--- src/rtl/mmc1_pkg.sv ---
// Shared encodings for the MMC1 bank controller: register selects, PRG modes,
// mirroring codes and the control register layout.
package mmc1_pkg;

  localparam int SHIFT_LEN = 5;

  typedef enum logic [1:0] {
    SEL_CTRL = 2'd0,
    SEL_CHR0 = 2'd1,
    SEL_CHR1 = 2'd2,
    SEL_PRG  = 2'd3
  } reg_sel_e;

  typedef enum logic [1:0] {
    PRG_MODE_32K_A  = 2'd0,
    PRG_MODE_32K_B  = 2'd1,
    PRG_MODE_FIX_LO = 2'd2,
    PRG_MODE_FIX_HI = 2'd3
  } prg_mode_e;

  typedef enum logic [1:0] {
    MIRROR_ONE_LO = 2'd0,
    MIRROR_ONE_HI = 2'd1,
    MIRROR_VERT   = 2'd2,
    MIRROR_HORIZ  = 2'd3
  } mirror_e;

  typedef struct packed {
    logic      chr_4k;
    prg_mode_e prg_mode;
    mirror_e   mirror;
  } ctrl_t;

  localparam logic [4:0] CTRL_RESET = 5'h0C;

  function automatic ctrl_t ctrl_from_bits(input logic [4:0] v);
    return ctrl_t'(v);
  endfunction

endpackage

--- src/rtl/mmc1_shift_loader.sv ---
// Serial write capture: consecutive-write filter, 5-bit shift register,
// bit count and reset-bit handling. Emits one-cycle load/reset strobes.
module mmc1_shift_loader
  import mmc1_pkg::*;
(
  input  logic       i_clk,
  input  logic       i_rst,
  input  logic       i_ce,
  input  logic       i_rnw,
  input  logic [7:0] i_data,
  input  logic [1:0] i_sel,
  output logic       o_load,
  output logic [4:0] o_value,
  output reg_sel_e   o_sel,
  output logic       o_reset_hit,
  output logic [2:0] o_count
);

  // Strobe semantics: o_load and o_reset_hit are combinational and valid only
  // in the cycle whose closing edge also commits the write; the consumer has no
  // back-pressure and must capture on that same edge.

  logic       prev_wr_q, prev_wr_d;
  logic [4:0] shift_q, shift_d;
  logic [2:0] count_q, count_d;
  logic       wr;
  logic       accept;
  logic [4:0] next_value;
  logic       load;
  logic       reset_hit;
  logic       unused_data;

  assign wr          = i_ce & ~i_rnw;
  assign accept      = wr & ~prev_wr_q;
  assign next_value  = {i_data[0], shift_q[4:1]};
  assign unused_data = ^i_data[6:1];

  always_comb begin
    prev_wr_d = wr;
    shift_d   = shift_q;
    count_d   = count_q;
    load      = 1'b0;
    reset_hit = 1'b0;
    if (accept) begin
      if (i_data[7]) begin
        shift_d   = '0;
        count_d   = '0;
        reset_hit = 1'b1;
      end else if (count_q == 3'(SHIFT_LEN - 1)) begin
        // Fifth bit completes the value; the loader empties on the same edge.
        shift_d = '0;
        count_d = '0;
        load    = 1'b1;
      end else begin
        shift_d = next_value;
        count_d = count_q + 3'd1;
      end
    end
  end

  always_ff @(posedge i_clk or posedge i_rst) begin
    if (i_rst) begin
      prev_wr_q <= 1'b0;
      shift_q   <= '0;
      count_q   <= '0;
    end else begin
      prev_wr_q <= prev_wr_d;
      shift_q   <= shift_d;
      count_q   <= count_d;
    end
  end

  assign o_load      = load;
  assign o_value     = next_value;
  assign o_sel       = reg_sel_e'(i_sel);
  assign o_reset_hit = reset_hit;
  assign o_count     = count_q;

endmodule

--- src/rtl/mmc1_bank_controller.sv ---
// MMC1 bank controller: holds control/chr0/chr1/prg registers loaded through
// the serial shift loader and decodes CPU/PPU addresses into ROM indices.
module mmc1_bank_controller
  import mmc1_pkg::*;
#(
  parameter int PRG_BANK_BITS = 4,
  parameter int CHR_BANK_BITS = 5
) (
  input  logic                       i_clk_cpu,
  input  logic                       i_rst,
  input  logic                       i_ce,
  input  logic                       i_rnw,
  input  logic [15:0]                i_addr,
  input  logic [7:0]                 i_data,
  input  logic [12:0]                i_ppu_addr,
  output logic [PRG_BANK_BITS+13:0]  o_prg_addr,
  output logic [CHR_BANK_BITS+11:0]  o_chr_addr,
  output logic [1:0]                 o_mirror,
  output logic                       o_wram_en,
  output logic [2:0]                 o_shift_cnt
);

  logic       load;
  logic [4:0] load_value;
  reg_sel_e   load_sel;
  logic       reset_hit;
  logic [2:0] shift_cnt;

  mmc1_shift_loader u_loader (
    .i_clk       (i_clk_cpu),
    .i_rst       (i_rst),
    .i_ce        (i_ce),
    .i_rnw       (i_rnw),
    .i_data      (i_data),
    .i_sel       (i_addr[14:13]),
    .o_load      (load),
    .o_value     (load_value),
    .o_sel       (load_sel),
    .o_reset_hit (reset_hit),
    .o_count     (shift_cnt)
  );

  ctrl_t      control_q, control_d;
  logic [4:0] chr0_q, chr0_d;
  logic [4:0] chr1_q, chr1_d;
  logic [4:0] prg_q, prg_d;

  always_comb begin
    control_d = control_q;
    chr0_d    = chr0_q;
    chr1_d    = chr1_q;
    prg_d     = prg_q;
    // Reset-bit writes force the fixed-last-bank PRG mode and touch nothing else.
    if (reset_hit) begin
      control_d.prg_mode = PRG_MODE_FIX_HI;
    end
    if (load) begin
      unique case (load_sel)
        SEL_CTRL: control_d = ctrl_from_bits(load_value);
        SEL_CHR0: chr0_d    = load_value;
        SEL_CHR1: chr1_d    = load_value;
        SEL_PRG:  prg_d     = load_value;
        default:  ;
      endcase
    end
  end

  always_ff @(posedge i_clk_cpu or posedge i_rst) begin
    if (i_rst) begin
      control_q <= ctrl_from_bits(CTRL_RESET);
      chr0_q    <= '0;
      chr1_q    <= '0;
      prg_q     <= '0;
    end else begin
      control_q <= control_d;
      chr0_q    <= chr0_d;
      chr1_q    <= chr1_d;
      prg_q     <= prg_d;
    end
  end

  logic                     prg_hi_half;
  logic [3:0]               prg_bank4;
  logic [PRG_BANK_BITS-1:0] prg_bank;
  logic [4:0]               chr_bank5;
  logic [CHR_BANK_BITS-1:0] chr_bank;
  logic                     unused_addr_msb;

  assign prg_hi_half     = i_addr[14];
  assign unused_addr_msb = i_addr[15];

  always_comb begin
    prg_bank4 = '0;
    prg_bank  = '0;
    unique case (control_q.prg_mode)
      PRG_MODE_32K_A, PRG_MODE_32K_B: begin
        prg_bank4 = {prg_q[3:1], prg_hi_half};
        prg_bank  = PRG_BANK_BITS'(prg_bank4);
      end
      PRG_MODE_FIX_LO: begin
        prg_bank4 = prg_hi_half ? prg_q[3:0] : 4'd0;
        prg_bank  = PRG_BANK_BITS'(prg_bank4);
      end
      PRG_MODE_FIX_HI: begin
        prg_bank4 = prg_q[3:0];
        // Upper window always hits the last bank of the configured ROM size.
        prg_bank  = prg_hi_half ? '1 : PRG_BANK_BITS'(prg_bank4);
      end
      default: ;
    endcase
  end

  always_comb begin
    chr_bank5 = '0;
    if (control_q.chr_4k) begin
      chr_bank5 = i_ppu_addr[12] ? chr1_q : chr0_q;
    end else begin
      chr_bank5 = {chr0_q[4:1], i_ppu_addr[12]};
    end
    chr_bank = CHR_BANK_BITS'(chr_bank5);
  end

  assign o_prg_addr  = {prg_bank, i_addr[13:0]};
  assign o_chr_addr  = {chr_bank, i_ppu_addr[11:0]};
  assign o_mirror    = control_q.mirror;
  assign o_wram_en   = ~prg_q[4];
  assign o_shift_cnt = shift_cnt;

endmodule

--- config.mk ---
export PLATFORM = sky130hd
export DESIGN_NAME = mmc1_bank_controller
export DESIGN_NICKNAME = d
export VERILOG_FILES = /design/src/rtl/mmc1_pkg.sv /design/src/rtl/mmc1_shift_loader.sv /design/src/rtl/mmc1_bank_controller.sv
export SDC_FILE = /design/constraint.sdc
export NUM_CORES = 1
export LEC_CHECK = 0
export BUFFER_PORTS_ARGS = -buffer_cell sky130_fd_sc_hd__buf_2
export CAP_MARGIN = 20
export CORE_MARGIN = 1
export CORE_UTILIZATION = 45
export CTS_CLUSTER_DIAMETER = 60
export DETAILED_ROUTE_END_ITERATION = 8
export GPL_TIMING_DRIVEN = 0
export HOLD_SLACK_MARGIN = 0.02
export PLACE_DENSITY = 0.8
export SYNTH_ARGS = -nofsm -noshare
export SYNTH_HDL_FRONTEND = slang
export SYNTH_SLANG_ARGS = --single-unit
--- constraint.sdc ---
create_clock -name i_clk_cpu -period 2.7 [get_ports i_clk_cpu]
set_clock_uncertainty 0.15 [all_clocks]
set_input_delay 0.135 -clock i_clk_cpu [delete_from_list [all_inputs] [get_ports i_clk_cpu]]
set_output_delay 0.135 -clock i_clk_cpu [all_outputs]
set_load 0.02 [all_outputs]
Word level (Yosys, flattened, before mapping)
Cells that the tools add are included.
{"block": "word_totals", "regBits": 29, "latch_bits": 0, "ram_bits": 0, "mem_bits_ro": 0, "in_bits": 41, "out_inout_bits": 41, "word_cells": 46, "n_memories": 0}
{"block": "classes", "addsub": 1, "mul": 0, "div_mod_pow": 0, "order_cmp": 0, "n_eq_ne": 7, "n_shift": 0, "muxes": 17, "n_bitwise": 5, "n_reduce_logical": 7}
{"cell": "$mux 5", "count": 4}
{"cell": "$mux 4", "count": 4}
{"cell": "$pmux 4 s3", "count": 1}
{"cell": "$eq 2x2->1 const B", "count": 4}
{"cell": "$reduce_and 2->1", "count": 4}
{"cell": "$mux 3", "count": 2}
{"cell": "$mux 1", "count": 5}
{"cell": "$eq 2x1->1 const B", "count": 2}
{"cell": "$logic_not 2->1", "count": 2}
{"cell": "$add 3x1->3 const B", "count": 1}
{"cell": "$eq 3x3->1 const B", "count": 1}
{"cell": "$not 1->1", "count": 3}
{"cell": "$and 1x1->1", "count": 2}
{"cell": "$mux 2", "count": 1}
{"cell": "$reduce_or 2->1", "count": 1}

Logic depth before layout (Yosys ltp)
{"block": "logic_depth", "ltp_word": 7, "ltp_mapped": 6, "depth_no_buf": 5}

By module
A second synthesis with hierarchy kept.
{"block": "hier_totals", "cells_unflattened": 135, "area_unflattened_um2": 1549.0}
{"module": "mmc1_bank_controller", "n_inst": 1, "cells_per_inst": 100, "area_per_inst_um2": 1133.6, "seq_area_each_um2": 503.0}
{"module": "mmc1_shift_loader", "n_inst": 1, "cells_per_inst": 35, "area_per_inst_um2": 415.4, "seq_area_each_um2": 200.2}

Worst setup path before layout
Ideal clock, no wire load.
{"block": "synth_path", "path_type": "register to register", "start": "register u_loader.prev_wr_q", "end": "register control_q[4] (netlist name)", "setup_ns": 0.125, "arrival_time_ns": 1.753, "t_required_ns": 2.425, "path_slack_ns": 0.672, "stages_incl_launch_ff": 6, "path_buffers": 2, "synth_period_minus_slack_ns": 2.028, "path_cell_list": "dfrtp_1 -> or3b_1 -> buf_6 -> or4_4 -> buf_6 -> mux2_4"}
{"block": "synth_via", "elab_chain_cells": 4}
{"element": "start: declaration", "line_no": "mmc1_shift_loader.sv:23", "text": "logic prev_wr_q, prev_wr_d;"}
{"element": "start signal: assignment", "line_no": "mmc1_shift_loader.sv:67", "text": "prev_wr_q <= prev_wr_d;"}
{"element": "$not 1->1", "line_no": "mmc1_shift_loader.sv:34", "text": "assign accept = wr & ~prev_wr_q;"}
{"element": "$and 1x1->1", "line_no": "mmc1_shift_loader.sv:34"}
{"element": "$mux 1", "line_no": "mmc1_shift_loader.sv:44", "text": "if (accept) begin"}
{"element": "$reduce_and 2->1 (no source line)"}
{"element": "end signal: assignment", "line_no": "mmc1_bank_controller.sv:70", "text": "control_q <= ctrl_from_bits(CTRL_RESET);"}
{"element": "end signal: assignment", "line_no": "mmc1_bank_controller.sv:75", "text": "control_q <= control_d;"}
{"element": "end: declaration", "line_no": "mmc1_bank_controller.sv:43", "text": "ctrl_t control_q, control_d;"}
Every way passes these cells.
A chain may end at the register's enable or synchronous reset.

Worst setup path after layout
{"block": "layout_path", "start": "input port i_rnw", "end": "register control_q[4] (netlist name)"}
{"block": "layout_via", "elab_chain_cells": 5}
{"element": "start: declaration", "line_no": "mmc1_bank_controller.sv:12", "text": "input logic i_rnw,"}
{"element": "$not 1->1", "line_no": "mmc1_shift_loader.sv:33", "text": "assign wr = i_ce & ~i_rnw;"}
{"element": "$and 1x1->1", "line_no": "mmc1_shift_loader.sv:33"}
{"element": "$and 1x1->1", "line_no": "mmc1_shift_loader.sv:34"}
{"element": "$mux 1", "line_no": "mmc1_shift_loader.sv:44"}
{"element": "$reduce_and 2->1 (no source line)"}
Every way passes these cells.

==> impl_metrics.toml <==
[floorplanning]
initial_core_util_pct = 49.0
placement_rows = 20
ioPinCount = 82
fp.dieW_um = 60.6
core_um2 = 3150
die_h_um = 60.6
die_area_um2 = 3670

[routing]
via_count = 1149
antenna_left = 0
wl_per_cell_um = 12.5
wl_um = 2940
drc = 0
via_per_inst = 4.89
drtPass1Iterations = 4
drt_first_iter_violations = 62

[cts]
htreeDepth = 1
root_buffer = "clkbuf_4"
clock_sinks = 28
postCtsResizedCells = 0
cts_buffers = 3
cts_buffer_depth = 2
cts_tree = "built"
path_clk_slew_ns = 0.15
clock_latency_ns = 0.33

[logic_synthesis]
synth-seq-cells = 28
yosysWarningCount = 0
synth_nets = 175
syn-instance-count = 132
synth-seq-area-share_pct = 45.5
avgSynthCellArea_um2 = 11.7
syn_area_um2 = 1550
synth_cell_types = 28

[timing]
rsz0062_at_grt = "no"
fmax_ghz = 0.465
tns_ns = 0
slew_viol_final = 0
period_minus_slack_ns = 2.15
period_share_pct = 79.6
worst_slew_pin_slew_ns = 0.648
hold_viol_final = 0
worst_slack_ns = 0.551
setup_viol = 0
holdWs_ns = 0.0706
relSlewSlack_pct = 56.5

[hold_path]
worstHoldPathType = "input port to flip-flop"

[place]
hpwl_um = 2250
port_buffers = 48
gp_congestion = 0.716
dp_slack_ns = 0.624
place_area_um2 = 1840

[worst_setup_path]
required_ns = 2.79
cpPeakStageDelay_ns = 0.52
crit_fanout = 8
worstSetupStartpointType = "input port"
path_buf_inv = 4
crit_family = "buffers and inverters"
critPathCaptureType = "flip-flop"
cp_data_arrival_time_ns = 2.24
path_cells = "dlygate4sd3_1 -> buf_2 -> or3b_1 -> buf_6 -> or4_4 -> buf_6 -> mux2_4"
slowest_stage = "dlygate4sd3_1"
crit_top_cell = "buf_6"
criticalPathCategory = "input port to flip-flop"

[global_route]
grt_max_degree = 29
grt_usage_pct = 17.3
overflow = 0
grt_pass1_wl_um = 4740
antenna_found_initial = 0
grt_pass1_vias = 1026

[outcome]
status = "completed"

[layout]
drive_gt1_share_pct = 60.7
area_growth_syn_to_layout_pct = 28.2
diodes = 0
final_cell_mix = "48 x buf_2, 28 x buf_4, 26 x dfrtp_1"
final_common_cell = "buf_2"
nFillCells = 271
fin_area_um2 = 1980
final_nets = 235

[job]
cap_viol_max_count = 0

[power_and_ir_drop]
cellPowerDensity_nw_per_um2 = 556
ir_drop_mv = 0.329
p_leak_nw = 1.08
## path summary, 6_finish.rpt
kind	start	to	slack (ns)	cells past startpoint
max in group asynchronous	i_rst	control_q[2]	1.77	4
max	i_rnw	control_q[4]	0.55	7
min	i_addr[13]	control_q[3]	0.07	4
max reg2reg	u_loader.prev_wr_q	control_q[4]	0.62	5
min in group asynchronous	i_rst	chr1_q[1]	0.12	3
min reg2reg	chr1_q[2]	chr1_q[2]	0.37	1
## cells in the mapped netlist, drive strengths merged
master	instances	area (µm²)
or3b	1	8.76
nand2	1	3.75
nand3b	2	15.0
inv	9	33.8
and3b	1	8.76
a211oi	1	7.51
mux2i	2	20.0
or4	1	11.3
mux2	23	270
nor4	1	21.3
nand2b	1	6.26
nand4	2	12.5
dfrtp	26	651
clkbuf	1	3.75
nor2	4	15.0
o21ai	1	5.00
o22ai	1	6.26
a21oi	11	55.1
buf	30	233
a22o	4	40.0
and2b	1	8.76
a31oi	2	12.5
dfstp	2	52.6
ha	2	25.0
nor3b	2	20.0
## where the power goes
group,total [mW],internal [mW],switching (mW)
Sequential,0.514,0.468,0.0461
Clock,0.275,0.150,0.124
Combinational,0.313,0.146,0.168
Total,1.10,0.764,0.338
## flip-flops by register name, summed over array words and instances (netlist names)
| signal | cells |
|---|---|
| u_loader.o_count | 3 |
| chr1_q | 5 |
| u_loader.shift_q | 4 |
| o_mirror | 2 |
| prg_q | 5 |
| chr0_q | 5 |
| control_q | 3 |
| u_loader.prev_wr_q | 1 |
## metal layers
metal,track usage (%),vias up,part of all wire (%)
li1,-,549,-
met1,23.0,536,43
met2,29.8,62,49
met5,0,-,0
met3,2.13,2,7.0
met4,4.87,0,0.75
## repair_timing
| action | in CTS | in global routing |
|---|---|---|
| hold buffers | 6 | 0 |
| endpoints found under the hold margin | 36 | 0 |
| buffers inserted | 0 | 0 |
## worst min-delay path: stages
cell and delay (ns):
buf_2 0.11, or4_4 0.13, buf_6 0.12, mux2i_1 0.08
## cells by family (layout without fill, tap and decap cells)
kind of cell               after synthesis  after routing  synth area share (%)
muxes                                   25             25                  18.8
DFF                                     28             28                  45.5
and+or+nand+nor                         17             17                  8.49
adders and majority gates                2              2                  1.62
buffers and inverters                   40             99                  17.5
AOI/OAI and AO/OA                       20             20                  8.17
## layout make-up
| cell class | instances | area, µm² | area share, % |
|---|---|---|---|
| timing repair buffer | 55 | 328 | 16.5 |
| tap | 44 | 55.1 | 2.78 |
| buffer | 31 | 236 | 11.9 |
| multi-input combinational | 64 | 573 | 28.9 |
| sequential | 28 | 703 | 35.5 |
| clock inverter | 1 | 30.0 | 1.52 |
| clock buffer | 3 | 22.5 | 1.14 |
| inverter | 9 | 33.8 | 1.70 |
## metrics by stage
step	util, %	cells	power, mW
floorplan	-	132	0.732
global placement	58.4	224	0.811
detailed placement	58.4	224	0.824
global route	62.9	235	1.17
finish	62.9	235	1.10
CTS	62.0	234	1.11
No activity file was read; power rests on OpenSTA's default activity.
